## src/rtl/data_stack_16b_pkg.sv

```systemverilog
// Shared constants and operation decode for the 16-bit data stack and its consumers.
// Widths here size the stack datapath, its bus interface and the storage array.
package data_stack_16b_pkg;

  localparam int DS_WIDTH = 16;
  localparam int DS_DEPTH = 16;
  localparam int DS_PTR_W = $clog2(DS_DEPTH);
  localparam int DS_CNT_W = DS_PTR_W + 1;

  typedef enum logic [1:0] {
    OP_IDLE,
    OP_PUSH,
    OP_POP,
    OP_REPLACE
  } stack_op_e;

  // push together with pop means "replace the top entry".
  function automatic stack_op_e decode_op(input logic push, input logic pop);
    case ({push, pop})
      2'b10:   return OP_PUSH;
      2'b01:   return OP_POP;
      2'b11:   return OP_REPLACE;
      default: return OP_IDLE;
    endcase
  endfunction

endpackage

```

## src/rtl/data_stack_16b_if.sv

```systemverilog
// Command/status bundle between the data stack and its user (ALU, operand muxes).
// The master modport drives commands; the slave modport is the stack itself.
interface data_stack_16b_if
  import data_stack_16b_pkg::*;
#(
  parameter int WIDTH = DS_WIDTH,
  parameter int DEPTH = DS_DEPTH
);

  logic                       push;
  logic                       pop;
  logic                       clear_err;
  logic [WIDTH-1:0]           D;
  logic [WIDTH-1:0]           TOS;
  logic [WIDTH-1:0]           NOS;
  logic [$clog2(DEPTH):0]     count;
  logic                       empty;
  logic                       full;
  logic                       overflow;
  logic                       underflow;

  modport master (
    output push, pop, clear_err, D,
    input  TOS, NOS, count, empty, full, overflow, underflow
  );

  modport slave (
    input  push, pop, clear_err, D,
    output TOS, NOS, count, empty, full, overflow, underflow
  );

endinterface

```

## src/rtl/stack_ram_16b.sv

```systemverilog
// Stack storage: DEPTH x WIDTH registers, one synchronous write port and two
// asynchronous read ports addressed by the top and next-on-stack pointers.
module stack_ram_16b
  import data_stack_16b_pkg::*;
#(
  parameter int WIDTH = DS_WIDTH,
  parameter int DEPTH = DS_DEPTH,
  parameter int AW    = $clog2(DEPTH)
) (
  input  logic             clk,
  input  logic             we,
  input  logic [AW-1:0]    waddr,
  input  logic [WIDTH-1:0] wdata,
  input  logic [AW-1:0]    raddr_a,
  output logic [WIDTH-1:0] rdata_a,
  input  logic [AW-1:0]    raddr_b,
  output logic [WIDTH-1:0] rdata_b
);

  logic [WIDTH-1:0] mem [DEPTH];

  // NOTE: storage has no reset; entries above count are never observed, so
  // clearing them would only add reset fan-out to every bit.
  always_ff @(posedge clk) begin
    if (we) begin
      // NOTE: sequential state is always assigned with <= so every register
      // samples the pre-edge values regardless of statement order.
      mem[waddr] <= wdata;
    end
  end

  assign rdata_a = mem[raddr_a];
  assign rdata_b = mem[raddr_b];

endmodule

```

## src/rtl/data_stack_16b.sv

```systemverilog
// LIFO operand stack: pointer/count and sticky error flags around stack_ram_16b.
// TOS/NOS are combinational views of registered state (one-cycle latency).
module data_stack_16b
  import data_stack_16b_pkg::*;
#(
  parameter int WIDTH = DS_WIDTH,
  parameter int DEPTH = DS_DEPTH
) (
  input  logic               CLK,
  input  logic               Reset_n,
  data_stack_16b_if.slave    bus
);

  localparam int PTR_W = $clog2(DEPTH);
  localparam int CNT_W = PTR_W + 1;

  if (DEPTH < 2 || (DEPTH & (DEPTH - 1)) != 0) begin : g_bad_depth
    $error("data_stack_16b: DEPTH must be a power of two and at least 2");
  end

  logic [CNT_W-1:0] cnt_q;
  logic [CNT_W-1:0] cnt_d;
  logic             ovf_q;
  logic             unf_q;
  logic             set_ovf;
  logic             set_unf;
  logic             wr_en;
  logic [PTR_W-1:0] wr_addr;
  logic [PTR_W-1:0] tos_addr;
  logic [PTR_W-1:0] nos_addr;
  logic [WIDTH-1:0] tos_raw;
  logic [WIDTH-1:0] nos_raw;
  logic             is_empty;
  logic             is_full;
  stack_op_e        op;

  assign is_empty = (cnt_q == '0);
  assign is_full  = (cnt_q == CNT_W'(DEPTH));
  assign tos_addr = PTR_W'(cnt_q - CNT_W'(1));
  assign nos_addr = PTR_W'(cnt_q - CNT_W'(2));

  always_comb begin
    // NOTE: every signal gets a default first, so no path through the case
    // leaves one unassigned and no latch is inferred.
    op      = decode_op(bus.push, bus.pop);
    cnt_d   = cnt_q;
    wr_en   = 1'b0;
    wr_addr = cnt_q[PTR_W-1:0];
    set_ovf = 1'b0;
    set_unf = 1'b0;

    unique case (op)
      OP_PUSH: begin
        if (is_full) begin
          set_ovf = 1'b1;
        end else begin
          wr_en = 1'b1;
          cnt_d = cnt_q + CNT_W'(1);
        end
      end
      OP_POP: begin
        if (is_empty) set_unf = 1'b1;
        else          cnt_d   = cnt_q - CNT_W'(1);
      end
      OP_REPLACE: begin
        // Overwrite the top in place; legal even when full.
        if (is_empty) begin
          set_unf = 1'b1;
        end else begin
          wr_en   = 1'b1;
          wr_addr = tos_addr;
        end
      end
      default: ;
    endcase

    // Reset outranks a coincident push, so the array is left untouched too.
    if (!Reset_n) wr_en = 1'b0;
  end

  always_ff @(posedge CLK) begin
    if (!Reset_n) begin
      cnt_q <= '0;
      ovf_q <= 1'b0;
      unf_q <= 1'b0;
    end else begin
      cnt_q <= cnt_d;
      // A new error in the clearing cycle keeps the flag set.
      ovf_q <= set_ovf | (ovf_q & ~bus.clear_err);
      unf_q <= set_unf | (unf_q & ~bus.clear_err);
    end
  end

  stack_ram_16b #(
    .WIDTH (WIDTH),
    .DEPTH (DEPTH),
    .AW    (PTR_W)
  ) u_ram (
    .clk     (CLK),
    .we      (wr_en),
    .waddr   (wr_addr),
    .wdata   (bus.D),
    .raddr_a (tos_addr),
    .rdata_a (tos_raw),
    .raddr_b (nos_addr),
    .rdata_b (nos_raw)
  );

  assign bus.TOS       = is_empty ? '0 : tos_raw;
  assign bus.NOS       = (cnt_q >= CNT_W'(2)) ? nos_raw : '0;
  assign bus.count     = cnt_q;
  assign bus.empty     = is_empty;
  assign bus.full      = is_full;
  assign bus.overflow  = ovf_q;
  assign bus.underflow = unf_q;

endmodule

```

## src/flat_wrapper.sv

```systemverilog
// flat-port wrapper written by rule: the top's interface ports become plain ports
module data_stack_16b_flat import data_stack_16b_pkg::*;
#(
  parameter int WIDTH = DS_WIDTH,
  parameter int DEPTH = DS_DEPTH
)
  (CLK, Reset_n, bus_push, bus_pop, bus_clear_err, bus_D, bus_TOS, bus_NOS, bus_count, bus_empty, bus_full, bus_overflow, bus_underflow);
  data_stack_16b_if #(.WIDTH(WIDTH), .DEPTH(DEPTH)) bus_i ();
  input  logic CLK;
  input  logic Reset_n;
  input wire logic [$bits(bus_i.push)-1:0] bus_push;
  input wire logic [$bits(bus_i.pop)-1:0] bus_pop;
  input wire logic [$bits(bus_i.clear_err)-1:0] bus_clear_err;
  input wire logic [$bits(bus_i.D)-1:0] bus_D;
  output wire logic [$bits(bus_i.TOS)-1:0] bus_TOS;
  output wire logic [$bits(bus_i.NOS)-1:0] bus_NOS;
  output wire logic [$bits(bus_i.count)-1:0] bus_count;
  output wire logic [$bits(bus_i.empty)-1:0] bus_empty;
  output wire logic [$bits(bus_i.full)-1:0] bus_full;
  output wire logic [$bits(bus_i.overflow)-1:0] bus_overflow;
  output wire logic [$bits(bus_i.underflow)-1:0] bus_underflow;
  assign bus_i.push = bus_push;
  assign bus_i.pop = bus_pop;
  assign bus_i.clear_err = bus_clear_err;
  assign bus_i.D = bus_D;
  assign bus_TOS = bus_i.TOS;
  assign bus_NOS = bus_i.NOS;
  assign bus_count = bus_i.count;
  assign bus_empty = bus_i.empty;
  assign bus_full = bus_i.full;
  assign bus_overflow = bus_i.overflow;
  assign bus_underflow = bus_i.underflow;
  data_stack_16b #(.WIDTH(WIDTH), .DEPTH(DEPTH)) u_core (.CLK(CLK), .Reset_n(Reset_n), .bus(bus_i));
endmodule
```

## config.mk

```make
export PLATFORM = sky130hd
export DESIGN_NAME = data_stack_16b_flat
export DESIGN_NICKNAME = d
export VERILOG_FILES = /design/src/rtl/data_stack_16b_pkg.sv /design/src/rtl/data_stack_16b_if.sv /design/src/rtl/stack_ram_16b.sv /design/src/rtl/data_stack_16b.sv /design/src/flat_wrapper.sv
export SDC_FILE = /design/constraint.sdc
export NUM_CORES = 1
export LEC_CHECK = 0
export BUFFER_PORTS_ARGS = -buffer_cell sky130_fd_sc_hd__buf_2
export CAP_MARGIN = 20
export CORE_AREA = 2 2 162 164
export CTS_CLUSTER_SIZE = 10
export DETAILED_ROUTE_END_ITERATION = 8
export DIE_AREA = 0 0 164 166
export GPL_TIMING_DRIVEN = 0
export PLACE_DENSITY = 0.67
export RECOVER_POWER = 100
export SKIP_CTS_REPAIR_TIMING = 1
export SLEW_MARGIN = 10
export SYNTH_ARGS = -nofsm -noshare
export SYNTH_HDL_FRONTEND = slang
export SYNTH_SLANG_ARGS = --single-unit
```

## constraint.sdc

```tcl
create_clock -name CLK -period 11 [get_ports CLK]
set_input_delay 2.2 -clock CLK [delete_from_list [all_inputs] [get_ports CLK]]
set_output_delay 2.2 -clock CLK [all_outputs]
set_load 0.05 [all_outputs]
```

=== Yosys cells after proc, flatten, opt, wreduce, memory -nomap -nowiden ===
Memories as Yosys holds them, arrays and structs flattened.
Index checks and enable logic that the tools add are counted.

* Register bits: 7
* RAM bits: 256
* Input bits: 21
* Output and inout port bits: 41
* Memories kept: 1

* Add/sub/neg operators: 3
* $lt $le $gt $ge: 1
* Eq/ne operators: 9
* Muxes and demuxes: 18
* Bitwise operators: 5
* Reduce and logical (&&, ||, !) cells: 4

{| class="wikitable"
|+ Memory list
! memory !! depth !! bits a word !! read ports !! clocked after Yosys merged registers in !! write ports !! line !! RTL
|-
| u_core.u_ram.mem || 16 || 16 || 2 || 0 || 1 || stack_ram_16b.sv:20 || <nowiki>logic [WIDTH-1:0] mem [DEPTH];</nowiki>
|}

{| class="wikitable"
|+ Operators with widths
! cell !! number
|-
| $mux W16 || 2
|-
| $mux W5 || 2
|-
| $pmux W5 S2 || 1
|-
| $mux W1 || 9
|-
| $eq A2 B2 Y1 const B || 4
|-
| $mux W4 || 2
|-
| $pmux W2 S3 || 1
|-
| $add A5 B1 Y5 const B || 1
|-
| $eq A5 B5 Y1 const B || 1
|-
| $ge A5 B2 Y1 const B || 1
|-
| $logic_not A5 Y1 || 1
|-
| $sub A5 B1 Y5 const B || 1
|-
| $eq A2 B1 Y1 const B || 2
|-
| $ne A2 B2 Y1 const B || 2
|-
| $sub A4 B2 Y4 const B || 1
|-
| $reduce_and A3 Y1 || 1
|-
| $and A1 B1 Y1 || 2
|-
| $or A1 B1 Y1 || 2
|-
| $pmux W1 S2 || 1
|-
| $reduce_bool A2 Y1 || 1
|-
| $reduce_or A2 Y1 || 1
|-
| $not A1 Y1 || 1
|}

=== Longest topological paths before layout ===
* Depth after elaboration: 7
* Depth in mapped cells: 11

=== By module ===
A second synthesis with hierarchy kept.

* Cell total of the unflattened synthesis: 666
* Area, all modules: 12,587.1 um2

{| class="wikitable"
|+ By module, submodules not included
! module !! times used !! cells an instance !! area an instance (um2) !! sequential area each (um2)
|-
| stack_ram_16b || 1 || 553 || 11,728.7 || 7,687.4
|-
| data_stack_16b || 1 || 113 || 858.3 || 140.1
|}

=== Least setup slack after synthesis ===
Ideal clock, no wire load.

* Path kind: register to output
* From: register u_core.cnt_q[1], in the netlist u_core.bus.count[1]
* To: output port bus_TOS[0]
* Data arrival time: 3.594 ns
* Slack: 5.206 ns
* Stages on the path, launching flop included: 12
* Buffers on the path: 6
* Path through: dfxtp_1 > clkbuf_1 > buf_2 > buf_2 > inv_1 > ha_1 > clkbuf_1 > clkbuf_1 > buf_2 > mux4_2 > mux2i_1 > o22ai_1

* Cells in the longest elaborated chain, start to end: 3
* Elaborated cells between the ends (all ways): 4
* Classes of those cells: add/sub (1); mux (1); reduce/logical (1); memory (1)

{| class="wikitable"
|+ RTL lines
! what !! line !! RTL
|-
| start: declaration || data_stack_16b.sv:21 || <nowiki>logic [CNT_W-1:0] cnt_q;</nowiki>
|-
| start signal: assignment || data_stack_16b.sv:87 || <nowiki>cnt_q <= cnt_d;</nowiki>
|-
| $sub A5 B1 Y5 || data_stack_16b.sv:39 || <nowiki>assign tos_addr = PTR_W'(cnt_q - CNT_W'(1));</nowiki>
|-
| $mem_v2 Z16 W16 || n/a ||
|-
| $mux W16 * || data_stack_16b.sv:109 || <nowiki>assign bus.TOS = is_empty ? '0 : tos_raw;</nowiki>
|-
| end: declaration || flat_wrapper.sv:15 || <nowiki>output wire logic [$bits(bus_i.TOS)-1:0] bus_TOS;</nowiki>
|}

Mark *: on every way between the ends. The rest lies on a longest branch, timed or not.

=== Worst setup path after layout ===
* From: register u_core.cnt_q[1], in the netlist u_core.bus.count[1]
* To: output port bus_TOS[4]

Same word-level chain as after synthesis.

==> flow_metrics.tcl <==
set metrics [dict create \
    io-pin-count 62 \
    cp.required_ns 8.80 \
    yosys-top-cells-area "edfxtp_1 (61%), mux4_2 (23%), mux2i_1 (5.3%), o22ai_1 (1.6%), dfxtp_1 (1.1%)" \
    synth-edff-count 256 \
    drt-vias-per-instance 6.63 \
    antenna_found_initial 1 \
    fp.dieH_um 166 \
    worstSetupEndpointType "output port" \
    dp_slack_ns 4.54 \
    fp.dieW_um 164 \
    syn_to_final_growth_pct 12.2 \
    drc 0 \
    hold_end "u_core.bus.underflow" \
    syn-num-nets 668 \
    setup_viol 0 \
    synthesis.area_mm2 0.0126 \
    syn_inst 637 \
    finalCriticalPeriod_ns 8.26 \
    clock-sinks 263 \
    rrSetupSlack_ns 4.58 \
    worstSkewPairLatency_ns 0.55 \
    path_max_fanout 10 \
    gp_congestion 0.876 \
    drt-initial-drc-count 720 \
    critical_path_class "reg2out" \
    drv_cap 0 \
    worstPathCellList "clkbuf_1, clkbuf_1, clkbuf_1, inv_1, ha_1, clkbuf_1, clkbuf_1, clkbuf_1, mux4_2, mux2i_1, o22ai_1, clkbuf_1" \
    timing.rr.end "u_core.u_ram.mem[0][6]" \
    start_util 0.490 \
    dieArea_mm2 0.0272 \
    post-route-period-util 0.751 \
    grt_max_degree 17 \
    hpwlAfterDp_um 23200 \
    routedWlPerCell_um 30.6 \
    via_count 7291 \
    power_leakage_nw 4.40 \
    synth_top_area_share 0.612 \
    wirelength_um 33700 \
    finalPower_mw 3.06 \
    cp_slowest_stage_delay_ns 0.73 \
    cts_inserted_buffers 30 \
    peakVddDrop_v 0.000129 \
    final.setup.tns_ns 0 \
    hp-class "reg2reg" \
    clk_pin_slew_ns 0.06 \
    syn_avg_cell_area_um2 19.7 \
    ys_top_cells_by_count "edfxtp_1 (256), mux4_2 (128), mux2i_1 (66)" \
    rows 59 \
    reg2reg_from "u_core.bus.count[1]" \
    drive_gt1_frac 0.261 \
    crit_path_top_delay_cell "clkbuf_1" \
    cts_tree "built" \
    path_buf_inv 8 \
    grt_pass1_vias 7575 \
    rsz0062_at_grt "no" \
    worst_pin_slew_ns 1.38 \
    yosysMostFrequentCell "edfxtp_1" \
    cts_root_buffer "clkbuf_16" \
    yosysTopAreaCell "edfxtp_1" \
    status "finished, final reports clean" \
    grt_usage 0.252 \
    overflow 0 \
    fill_cells 1988 \
    cp.arrival_ns 6.06 \
    holdPathStages 2 \
    reg2reg_depth 11 \
    seq_area_frac_synth 0.623 \
    fmax_ghz 0.121 \
    dr.pass1.iters 5 \
    yosys_most_used_dff "edfxtp_1" \
    ys_async_sr_fraction 0 \
    yosys_warnings 0 \
    clock_path_buffers 3 \
    min_from "u_core.bus.underflow" \
    core_area_mm2 0.0256 \
    cp-start-kind "flop" \
    path_delay_family "buffers and inverters" \
    grt_first_pass_wirelength_um 48800 \
    fin_hold_ws_ns 0.508 \
    ys_ff_latch 263 \
    slew_headroom 0.0784 \
    ant_nets 0 \
    cp_common_cell "clkbuf_1" \
    nNetsFinal 789 \
    power_density_mw_per_mm2 217 \
    final_util 0.550 \
    setup_ws_ns 2.74 \
    cts_max_level 1 \
    fin_worst_skew_ns 0.00817 \
    final_hold_viol_count 0 \
    portBuffers 61 \
    slew_viol_final 0 \
    synth_cell_type_count 46 \
]
tightest hold or removal path, delay by kind of cell, from the launching register on:
family	cells	cell delay, ns
compound gates	1	0.08
flops	1	0.31
simple gates	1	0.06
registers in the layout, indices dropped and copies added (netlist names):
signal / flops
u_core.u_ram.mem: 256
u_core.bus.count: 5
u_core.bus.overflow: 1
u_core.bus.underflow: 1
metrics by stage:
step	instances	area, µm²
final	1099	14100
after global routing	1098	14100
after CTS	1098	14400
after detailed placement	1061	13600
after global placement	1033	13300
after floorplan	637	12600
cells in the final DEF, fill, tap and decap left out, types with 6 or more instances in the layout:
cell       instances
a21oi_1            7
buf_2             19
buf_4              9
clkbuf_1         111
clkbuf_16         31
dfxtp_1            7
edfxtp_1         256
ha_1              10
inv_1              6
mux2i_1           66
mux4_2           128
nand2_1            6
nor2b_1            6
nor3_1            14
o22ai_1           33
worst max-delay path by stage:
stage	depth (start not counted)	from	end
floorplan	11	u_core.bus.count[1]	bus_TOS[0]
global placement	7	bus_pop	u_core.u_ram.mem[2][6]
detailed placement	12	u_core.bus.count[1]	bus_TOS[4]
CTS	12	u_core.bus.count[1]	bus_TOS[4]
global route	12	u_core.bus.count[1]	bus_TOS[4]
finish	12	u_core.bus.count[1]	bus_TOS[4]
per-layer routing:
metal,vias up,wire (µm),GRT usage
met4,0,1170,0.0938
met2,394,16500,0.407
met5,-,0,0
met3,79,2710,0.0415
met1,3835,13200,0.348
li1,2983,-,-
area by class of cell:
type                            instances  area, µm²  share of cell area
Sequential cell                       263       7830               0.556
Multi-Input combinational cell        319       4420               0.314
Clock buffer                           36        795              0.0564
Tap cell                              335        419              0.0298
Timing Repair Buffer                   89        344              0.0244
Buffer                                 49        246              0.0175
Inverter                                6       22.5             0.00160
Clock inverter                          1       3.75            0.000267
Antenna cell                            1       2.50            0.000178
kinds of logic after synthesis:
group	count (synthesis)	synth area share
flip-flops	263	0.623
multiplexers	195	0.283
AO/OA/AOI/OAI	60	0.0331
buffers and inverters	55	0.0224
AND/OR/NAND/NOR	47	0.0218
adder cells (fa/ha/maj)	10	0.00996
XOR/XNOR	7	0.00638
where the power goes:
part           internal (mW)  switching [mW]
Clock                  0.496           0.364
Combinational          0.364           0.705
Sequential              1.12         0.00831
No activity file was read; power rests on OpenSTA's default activity.
